[src/rtl/branch_queue_ctrl_if.sv]
// Bundle between decode, the branch queue controller, the branch unit and fetch.
// Signal names keep the controller's point of view (i_ = into the controller).
interface branch_queue_ctrl_if #(
    parameter int unsigned WIDTH = 32
);
    // Decode enqueue channel
    logic             i_enq_valid;
    logic             o_enq_ready;
    logic [2:0]       i_enq_op;
    logic [WIDTH-1:0] i_enq_op1;
    logic [WIDTH-1:0] i_enq_op2;
    logic             i_enq_pred;
    logic [WIDTH-1:0] i_enq_pc;
    logic [WIDTH-1:0] i_enq_target;

    // Branch unit issue/result channel
    logic [2:0]       o_bu_op;
    logic [WIDTH-1:0] o_bu_op1;
    logic [WIDTH-1:0] o_bu_op2;
    logic             o_bu_pred;
    logic             o_bu_start;
    logic             i_bu_taken;
    logic             i_bu_flush;
    logic             i_bu_valid;

    // Resolution record towards fetch
    logic             o_res_valid;
    logic             o_res_taken;
    logic             o_res_mispredict;
    logic [WIDTH-1:0] o_redirect_pc;
    logic             o_flush;

    modport slave (
        input  i_enq_valid, i_enq_op, i_enq_op1, i_enq_op2, i_enq_pred, i_enq_pc, i_enq_target,
        input  i_bu_taken, i_bu_flush, i_bu_valid,
        output o_enq_ready,
        output o_bu_op, o_bu_op1, o_bu_op2, o_bu_pred, o_bu_start,
        output o_res_valid, o_res_taken, o_res_mispredict, o_redirect_pc, o_flush
    );

    modport master (
        output i_enq_valid, i_enq_op, i_enq_op1, i_enq_op2, i_enq_pred, i_enq_pc, i_enq_target,
        output i_bu_taken, i_bu_flush, i_bu_valid,
        input  o_enq_ready,
        input  o_bu_op, o_bu_op1, o_bu_op2, o_bu_pred, o_bu_start,
        input  o_res_valid, o_res_taken, o_res_mispredict, o_redirect_pc, o_flush
    );
endinterface

[src/rtl/branch_queue_ctrl.sv]
// In-order branch resolution controller: queues predicted branches, issues them one at a
// time to the shared branch unit and registers a resolution/redirect record for fetch.
// A mispredict discards every younger queued branch since they are on the wrong path.
module branch_queue_ctrl #(
    parameter int unsigned WIDTH = 32,
    parameter int unsigned DEPTH = 4
) (
    input  logic                i_clk,
    input  logic                i_rst_n,
    input  logic                i_flush,
    branch_queue_ctrl_if.slave  bus
);
    localparam int unsigned PtrW = $clog2(DEPTH);
    localparam int unsigned CntW = PtrW + 1;

    typedef enum logic [1:0] {StIdle, StIssue, StWait} state_e;

    state_e              state_q, state_d;
    logic [PtrW-1:0]     head_q, head_d;
    logic [PtrW-1:0]     tail_q, tail_d;
    logic [CntW-1:0]     count_q, count_d;

    logic                res_valid_q, res_valid_d;
    logic                res_taken_q, res_taken_d;
    logic                res_mispredict_q, res_mispredict_d;
    logic [WIDTH-1:0]    redirect_q, redirect_d;
    logic                flush_q, flush_d;

    logic [2:0]          op_mem     [DEPTH];
    logic [WIDTH-1:0]    op1_mem    [DEPTH];
    logic [WIDTH-1:0]    op2_mem    [DEPTH];
    logic                pred_mem   [DEPTH];
    logic [WIDTH-1:0]    pc_mem     [DEPTH];
    logic [WIDTH-1:0]    target_mem [DEPTH];

    logic enq_ready;
    logic enq_fire;
    logic pop;
    logic mispred;

    // Space is judged on the registered count only; a same-cycle pop does not free a slot.
    assign enq_ready = (count_q != CntW'(DEPTH));
    assign pop       = (state_q == StWait) && bus.i_bu_valid;
    assign mispred   = pop && bus.i_bu_flush;
    assign enq_fire  = bus.i_enq_valid && enq_ready && !i_flush && !mispred;

    // Queue storage; written at tail on an accepted enqueue, no reset needed.
    always_ff @(posedge i_clk) begin
        if (enq_fire) begin
            op_mem[tail_q]     <= bus.i_enq_op;
            op1_mem[tail_q]    <= bus.i_enq_op1;
            op2_mem[tail_q]    <= bus.i_enq_op2;
            pred_mem[tail_q]   <= bus.i_enq_pred;
            pc_mem[tail_q]     <= bus.i_enq_pc;
            target_mem[tail_q] <= bus.i_enq_target;
        end
    end

    // Pointer and occupancy update; a kill of either kind empties the queue.
    always_comb begin
        head_d  = head_q;
        tail_d  = tail_q;
        count_d = count_q;
        if (i_flush || mispred) begin
            head_d  = tail_q;
            count_d = '0;
        end else begin
            if (enq_fire) tail_d = tail_q + PtrW'(1);
            if (pop)      head_d = head_q + PtrW'(1);
            count_d = count_q + CntW'(enq_fire) - CntW'(pop);
        end
    end

    // Issue FSM next state; external flush always returns to idle.
    always_comb begin
        state_d = state_q;
        unique case (state_q)
            StIdle:  if (count_q != '0) state_d = StIssue;
            StIssue: state_d = StWait;
            StWait: begin
                if (bus.i_bu_valid) begin
                    if (bus.i_bu_flush)       state_d = StIdle;
                    else if (count_d != '0)   state_d = StIssue;
                    else                      state_d = StIdle;
                end
            end
            default: state_d = StIdle;
        endcase
        if (i_flush) state_d = StIdle;
    end

    // Resolution record; direction fields hold until the next resolution.
    always_comb begin
        res_valid_d      = pop && !i_flush;
        flush_d          = mispred && !i_flush;
        res_taken_d      = res_taken_q;
        res_mispredict_d = res_mispredict_q;
        redirect_d       = redirect_q;
        if (res_valid_d) begin
            res_taken_d      = bus.i_bu_taken;
            res_mispredict_d = bus.i_bu_flush;
            redirect_d       = bus.i_bu_taken ? target_mem[head_q] : pc_mem[head_q] + WIDTH'(4);
        end
    end

    // State and output registers with synchronous active-low reset.
    always_ff @(posedge i_clk) begin
        if (!i_rst_n) begin
            state_q          <= StIdle;
            head_q           <= '0;
            tail_q           <= '0;
            count_q          <= '0;
            res_valid_q      <= 1'b0;
            res_taken_q      <= 1'b0;
            res_mispredict_q <= 1'b0;
            redirect_q       <= '0;
            flush_q          <= 1'b0;
        end else begin
            state_q          <= state_d;
            head_q           <= head_d;
            tail_q           <= tail_d;
            count_q          <= count_d;
            res_valid_q      <= res_valid_d;
            res_taken_q      <= res_taken_d;
            res_mispredict_q <= res_mispredict_d;
            redirect_q       <= redirect_d;
            flush_q          <= flush_d;
        end
    end

    assign bus.o_enq_ready      = enq_ready;
    assign bus.o_bu_op          = op_mem[head_q];
    assign bus.o_bu_op1         = op1_mem[head_q];
    assign bus.o_bu_op2         = op2_mem[head_q];
    assign bus.o_bu_pred        = pred_mem[head_q];
    assign bus.o_bu_start       = (state_q == StIssue);
    assign bus.o_res_valid      = res_valid_q;
    assign bus.o_res_taken      = res_taken_q;
    assign bus.o_res_mispredict = res_mispredict_q;
    assign bus.o_redirect_pc    = redirect_q;
    assign bus.o_flush          = flush_q;
endmodule

[src/flat_wrapper.sv]
// flat-port wrapper written by rule: the top's interface ports become plain ports
module branch_queue_ctrl_flat 
#(
    parameter int unsigned WIDTH = 32,
    parameter int unsigned DEPTH = 4
)
  (i_clk, i_rst_n, i_flush, bus_i_enq_valid, bus_i_enq_op, bus_i_enq_op1, bus_i_enq_op2, bus_i_enq_pred, bus_i_enq_pc, bus_i_enq_target, bus_i_bu_taken, bus_i_bu_flush, bus_i_bu_valid, bus_o_enq_ready, bus_o_bu_op, bus_o_bu_op1, bus_o_bu_op2, bus_o_bu_pred, bus_o_bu_start, bus_o_res_valid, bus_o_res_taken, bus_o_res_mispredict, bus_o_redirect_pc, bus_o_flush);
  branch_queue_ctrl_if #(.WIDTH(WIDTH)) bus_i ();
  input  logic i_clk;
  input  logic i_rst_n;
  input  logic i_flush;
  input wire logic [$bits(bus_i.i_enq_valid)-1:0] bus_i_enq_valid;
  input wire logic [$bits(bus_i.i_enq_op)-1:0] bus_i_enq_op;
  input wire logic [$bits(bus_i.i_enq_op1)-1:0] bus_i_enq_op1;
  input wire logic [$bits(bus_i.i_enq_op2)-1:0] bus_i_enq_op2;
  input wire logic [$bits(bus_i.i_enq_pred)-1:0] bus_i_enq_pred;
  input wire logic [$bits(bus_i.i_enq_pc)-1:0] bus_i_enq_pc;
  input wire logic [$bits(bus_i.i_enq_target)-1:0] bus_i_enq_target;
  input wire logic [$bits(bus_i.i_bu_taken)-1:0] bus_i_bu_taken;
  input wire logic [$bits(bus_i.i_bu_flush)-1:0] bus_i_bu_flush;
  input wire logic [$bits(bus_i.i_bu_valid)-1:0] bus_i_bu_valid;
  output wire logic [$bits(bus_i.o_enq_ready)-1:0] bus_o_enq_ready;
  output wire logic [$bits(bus_i.o_bu_op)-1:0] bus_o_bu_op;
  output wire logic [$bits(bus_i.o_bu_op1)-1:0] bus_o_bu_op1;
  output wire logic [$bits(bus_i.o_bu_op2)-1:0] bus_o_bu_op2;
  output wire logic [$bits(bus_i.o_bu_pred)-1:0] bus_o_bu_pred;
  output wire logic [$bits(bus_i.o_bu_start)-1:0] bus_o_bu_start;
  output wire logic [$bits(bus_i.o_res_valid)-1:0] bus_o_res_valid;
  output wire logic [$bits(bus_i.o_res_taken)-1:0] bus_o_res_taken;
  output wire logic [$bits(bus_i.o_res_mispredict)-1:0] bus_o_res_mispredict;
  output wire logic [$bits(bus_i.o_redirect_pc)-1:0] bus_o_redirect_pc;
  output wire logic [$bits(bus_i.o_flush)-1:0] bus_o_flush;
  assign bus_i.i_enq_valid = bus_i_enq_valid;
  assign bus_i.i_enq_op = bus_i_enq_op;
  assign bus_i.i_enq_op1 = bus_i_enq_op1;
  assign bus_i.i_enq_op2 = bus_i_enq_op2;
  assign bus_i.i_enq_pred = bus_i_enq_pred;
  assign bus_i.i_enq_pc = bus_i_enq_pc;
  assign bus_i.i_enq_target = bus_i_enq_target;
  assign bus_i.i_bu_taken = bus_i_bu_taken;
  assign bus_i.i_bu_flush = bus_i_bu_flush;
  assign bus_i.i_bu_valid = bus_i_bu_valid;
  assign bus_o_enq_ready = bus_i.o_enq_ready;
  assign bus_o_bu_op = bus_i.o_bu_op;
  assign bus_o_bu_op1 = bus_i.o_bu_op1;
  assign bus_o_bu_op2 = bus_i.o_bu_op2;
  assign bus_o_bu_pred = bus_i.o_bu_pred;
  assign bus_o_bu_start = bus_i.o_bu_start;
  assign bus_o_res_valid = bus_i.o_res_valid;
  assign bus_o_res_taken = bus_i.o_res_taken;
  assign bus_o_res_mispredict = bus_i.o_res_mispredict;
  assign bus_o_redirect_pc = bus_i.o_redirect_pc;
  assign bus_o_flush = bus_i.o_flush;
  branch_queue_ctrl #(.WIDTH(WIDTH), .DEPTH(DEPTH)) u_core (.i_clk(i_clk), .i_rst_n(i_rst_n), .i_flush(i_flush), .bus(bus_i));
endmodule
[config.mk]
export PLATFORM = sky130hd
export DESIGN_NAME = branch_queue_ctrl_flat
export DESIGN_NICKNAME = d
export VERILOG_FILES = /design/src/rtl/branch_queue_ctrl_if.sv /design/src/rtl/branch_queue_ctrl.sv /design/src/flat_wrapper.sv
export SDC_FILE = /design/constraint.sdc
export NUM_CORES = 1
export LEC_CHECK = 0
export ABC_AREA = 1
export CORE_MARGIN = 1
export CORE_UTILIZATION = 50
export DETAILED_ROUTE_END_ITERATION = 10
export PLACE_DENSITY = 0.69
export RECOVER_POWER = 25
export SLEW_MARGIN = 10
export SYNTH_ARGS = -nofsm -noshare
export SYNTH_HDL_FRONTEND = slang
export SYNTH_SLANG_ARGS = --single-unit
[constraint.sdc]
create_clock -name i_clk -period 22.5 [get_ports i_clk]
set_input_delay 6.75 -clock i_clk [delete_from_list [all_inputs] [get_ports i_clk]]
set_output_delay 6.75 -clock i_clk [all_outputs]
set_load 0.01 [all_outputs]
==> impl_metrics.yaml <==
floorplan:
  die-height_um: 218
  die_width_um: 218
  core_um2: 45700
  num_rows: 78
  num_io_pins: 245
  die_area_um2: 47400
  start_util_pct: 51.0
logic_synthesis:
  synth_largest_area_cell: "edfxtp_1"
  syn-num-nets: 2117
  synthFlopType: "edfxtp_1"
  synth_seq_area_share_pct: 72.1
  yosysMostFrequentCell: "edfxtp_1"
  synth_top_family_by_area: "simple AND/OR/NAND/NOR gates"
  synth_xor_area_share_pct: 0.0752
  synthCells: 1970
  synth_top_area_share_pct: 68.1
  synth-edff-count: 528
  synth.avg_cell_area_um2: 11.8
  synth_simple_gate_area_share_pct: 14.3
  syn-cell-area_um2: 23300
  synth_mux_area_share_pct: 0
  yosysWarnings: 0
  yosys-top-cells-count: "edfxtp_1, nand2_1, nor2_1"
  ys_ff_latch: 575
  synth_cell_types: 37
  synthArstFlopShare_pct: 0
  yosys.area_share.adder_pct: 0.462
  synthTopCellsByArea: "edfxtp_1, nand2_1, o21ai_0, nor2_1, dfxtp_1"
  synth_compound_area_share_pct: 9.19
hold_path:
  hp-class: "flop to flop"
  worstHoldPathCells: 2
global_route:
  grt_pass1_vias: 15200
  grt_usage_pct: 24.4
  overflow: 0
  grt_max_degree: 155
  grt_first_pass_wirelength_um: 87900
  antenna_found_initial: 17
pwr:
  p_sw_share_pct: 23.6
  comb_power_share_pct: 10.5
  p_per_area_nw_per_um2: 87.3
  p_leak_uw: 0.00992
  peakVddDrop_uv: 78.8
  p_int_uw: 1870
  p_clk_share_pct: 39.9
  total_power_uw: 2450
  power_switching_uw: 579
  pwr-share-seq_pct: 49.6
worst_setup_path:
  critPathLaunchType: "flop"
  end_kind: "primary output"
  crit_type: "flop to primary output"
  cp.required_ns: 15.75
  cp_max_fo: 154
  ff2ff_path_depth: 16
  critPathArrivalTime_ns: 3.58
cts:
  clkTransAtPathRegs_ns: 0.06
  numCtsBuffers: 57
  cts_tree: "built"
  cts_buffer_depth: 3
  cts.sinks: 575
  ctsHoldBuffers: 0
  cts-resized-gates: 0
  insertion_delay_ns: 0.65
  cts_setup_buffers: 0
  cts_root_buf: "clkbuf_16"
  cts_max_level: 2
job:
  maxCapViolCount: 0
sta:
  fmaxAchievable_mhz: 96.8
  whs_ns: 0.474
  fin_crit_sh_pct: 45.9
  worst_slew_pin_slew_ns: 1.06
  skew_ns: 0.0382
  relSlewSlack_pct: 29.2
  fin_crit_ns: 10.33
  tns_ns: 0
  setup_viol: 0
  hold_viol_final: 0
  grt_setup_unrepaired: "no"
  maxSlewViolCount: 0
placement:
  gp_congestion: 0.927
  dp_hpwl_um: 34400
  io_buffers: 244
drt:
  drt_wl_total_um: 57800
  final_antenna_net_count: 0
  viasPerCell: 5.57
  drtIter0Drc: 1332
  wl_per_cell_um: 20.4
  drt-pass1-iter-count: 8
  vias: 15800
  drcViolationCount: 0
run_status:
  outcome: "finished, final reports clean"
layout:
  final_layout_size_suffix_gt1_share_pct: 6.28
  syn2layout_area_growth_pct: 20.5
  nNetsFinal: 2331
  fill_cells: 3575
## registers in the layout (all words and copies together), names as in the netlist, named ones only
| register | count |
|---|---|
| u_core.count_q | 3 |
| u_core.tail_q | 2 |
| u_core.bus.o_redirect_pc | 32 |
| u_core.pred_mem | 4 |
| u_core.head_q | 2 |
| u_core.pc_mem | 128 |
| u_core.target_mem | 128 |
| u_core.op_mem | 12 |
| u_core.op1_mem | 128 |
| u_core.bus.o_res_mispredict | 1 |
| u_core.bus.o_flush | 1 |
| u_core.bus.o_res_valid | 1 |
| u_core.bus.o_res_taken | 1 |
| u_core.state_q | 2 |
| u_core.op2_mem | 128 |
## power groups by stage
stage / clock network, uW / registers, uW / logic [uW]
after floorplan: 0 / 1240 / 140
after global placement: 0 / 1230 / 255
after detailed placement: 0 / 1240 / 260
after CTS: 991 / 1210 / 262
after global routing: 1030 / 1220 / 281
final: 978 / 1210 / 257
## worst max-delay path, stage by stage (launching register included)
cell and delay, ns:
dfxtp_4 0.47, inv_8 0.51, buf_4 0.68, o21ai_0 0.17, o22ai_1 0.26, clkdlybuf4s50_1 0.59
## cells by family (layout without fill, tap and decap cells)
logic type | count (synthesis) | in the layout
other cells | 0 | 5
compound gates | 378 | 378
flops | 575 | 575
buf+inv | 183 | 443
simple gates | 824 | 824
fa+ha+maj | 8 | 8
xor+xnor | 2 | 2
## metal layers
| layer | part of all wire (%) | global-route usage [%] | vias to the layer above |
|---|---|---|---|
| met3 | 7.6 | 6.43 | 102 |
| met2 | 47 | 38.7 | 502 |
| met1 | 43 | 33.0 | 7748 |
| met4 | 2.4 | 7.27 | 24 |
| li1 | - | - | 7419 |
| met5 | 0.29 | 0 | - |
## worst paths after layout
check	from	to	slack [ns]
hold / removal	u_core.bus.o_res_mispredict$_SDFFE_PN0P_	u_core.bus.o_res_mispredict$_SDFFE_PN0P_	0.47
setup reg to reg	flop	u_core.bus.o_redirect_pc[20]$_SDFFE_PN0P_	18.51
hold reg to reg	u_core.bus.o_res_mispredict$_SDFFE_PN0P_	u_core.bus.o_res_mispredict$_SDFFE_PN0P_	0.47
setup / recovery	flop	bus_o_bu_op1[30]	12.17
## area by class of cell
class	count	area (um2)	area share (%)
sequential	575	16800	59.9
multi-input combinational	1212	5640	20.1
timing repair buffer	261	2610	9.29
clock buffer	70	1480	5.26
tap	600	751	2.68
clock inverter	35	467	1.66
inverter	77	299	1.07
antenna	5	12.5	0.0446
## metrics by stage
| step | setup WS (ns) | cell area (um2) | utilization (%) | cells |
|---|---|---|---|---|
| 2_1_floorplan | 8.99 | 23300 | - | 1970 |
| 3_3_place_gp | 11.92 | 26100 | 57.1 | 2725 |
| 3_5_place_dp | 11.91 | 26100 | 57.1 | 2725 |
| 4_1_cts | 12.13 | 28000 | 61.4 | 2830 |
| 5_1_grt | 11.96 | 28000 | 61.4 | 2832 |
| 6_report | 12.17 | 28100 | 61.4 | 2835 |
## layout by cell type (no fill, tap or decap), types with 9 or more instances in the layout
cell type	n
dlygate4sd3_1	78
dfxtp_1	45
clkbuf_1	13
bufinv_16	9
nor2_2	13
clkinv_1	12
a31oi_1	11
inv_1	74
nor2_4	10
nand2_2	13
edfxtp_1	528
a21oi_1	35
o21ai_0	208
nand3_1	91
clkdlybuf4s50_1	166
o221ai_1	10
buf_4	14
clkbuf_16	57
nand2_1	430
o22ai_1	88
a32o_1	12
nor2_1	260
Note: power is estimated with default switching activity, not from simulation.
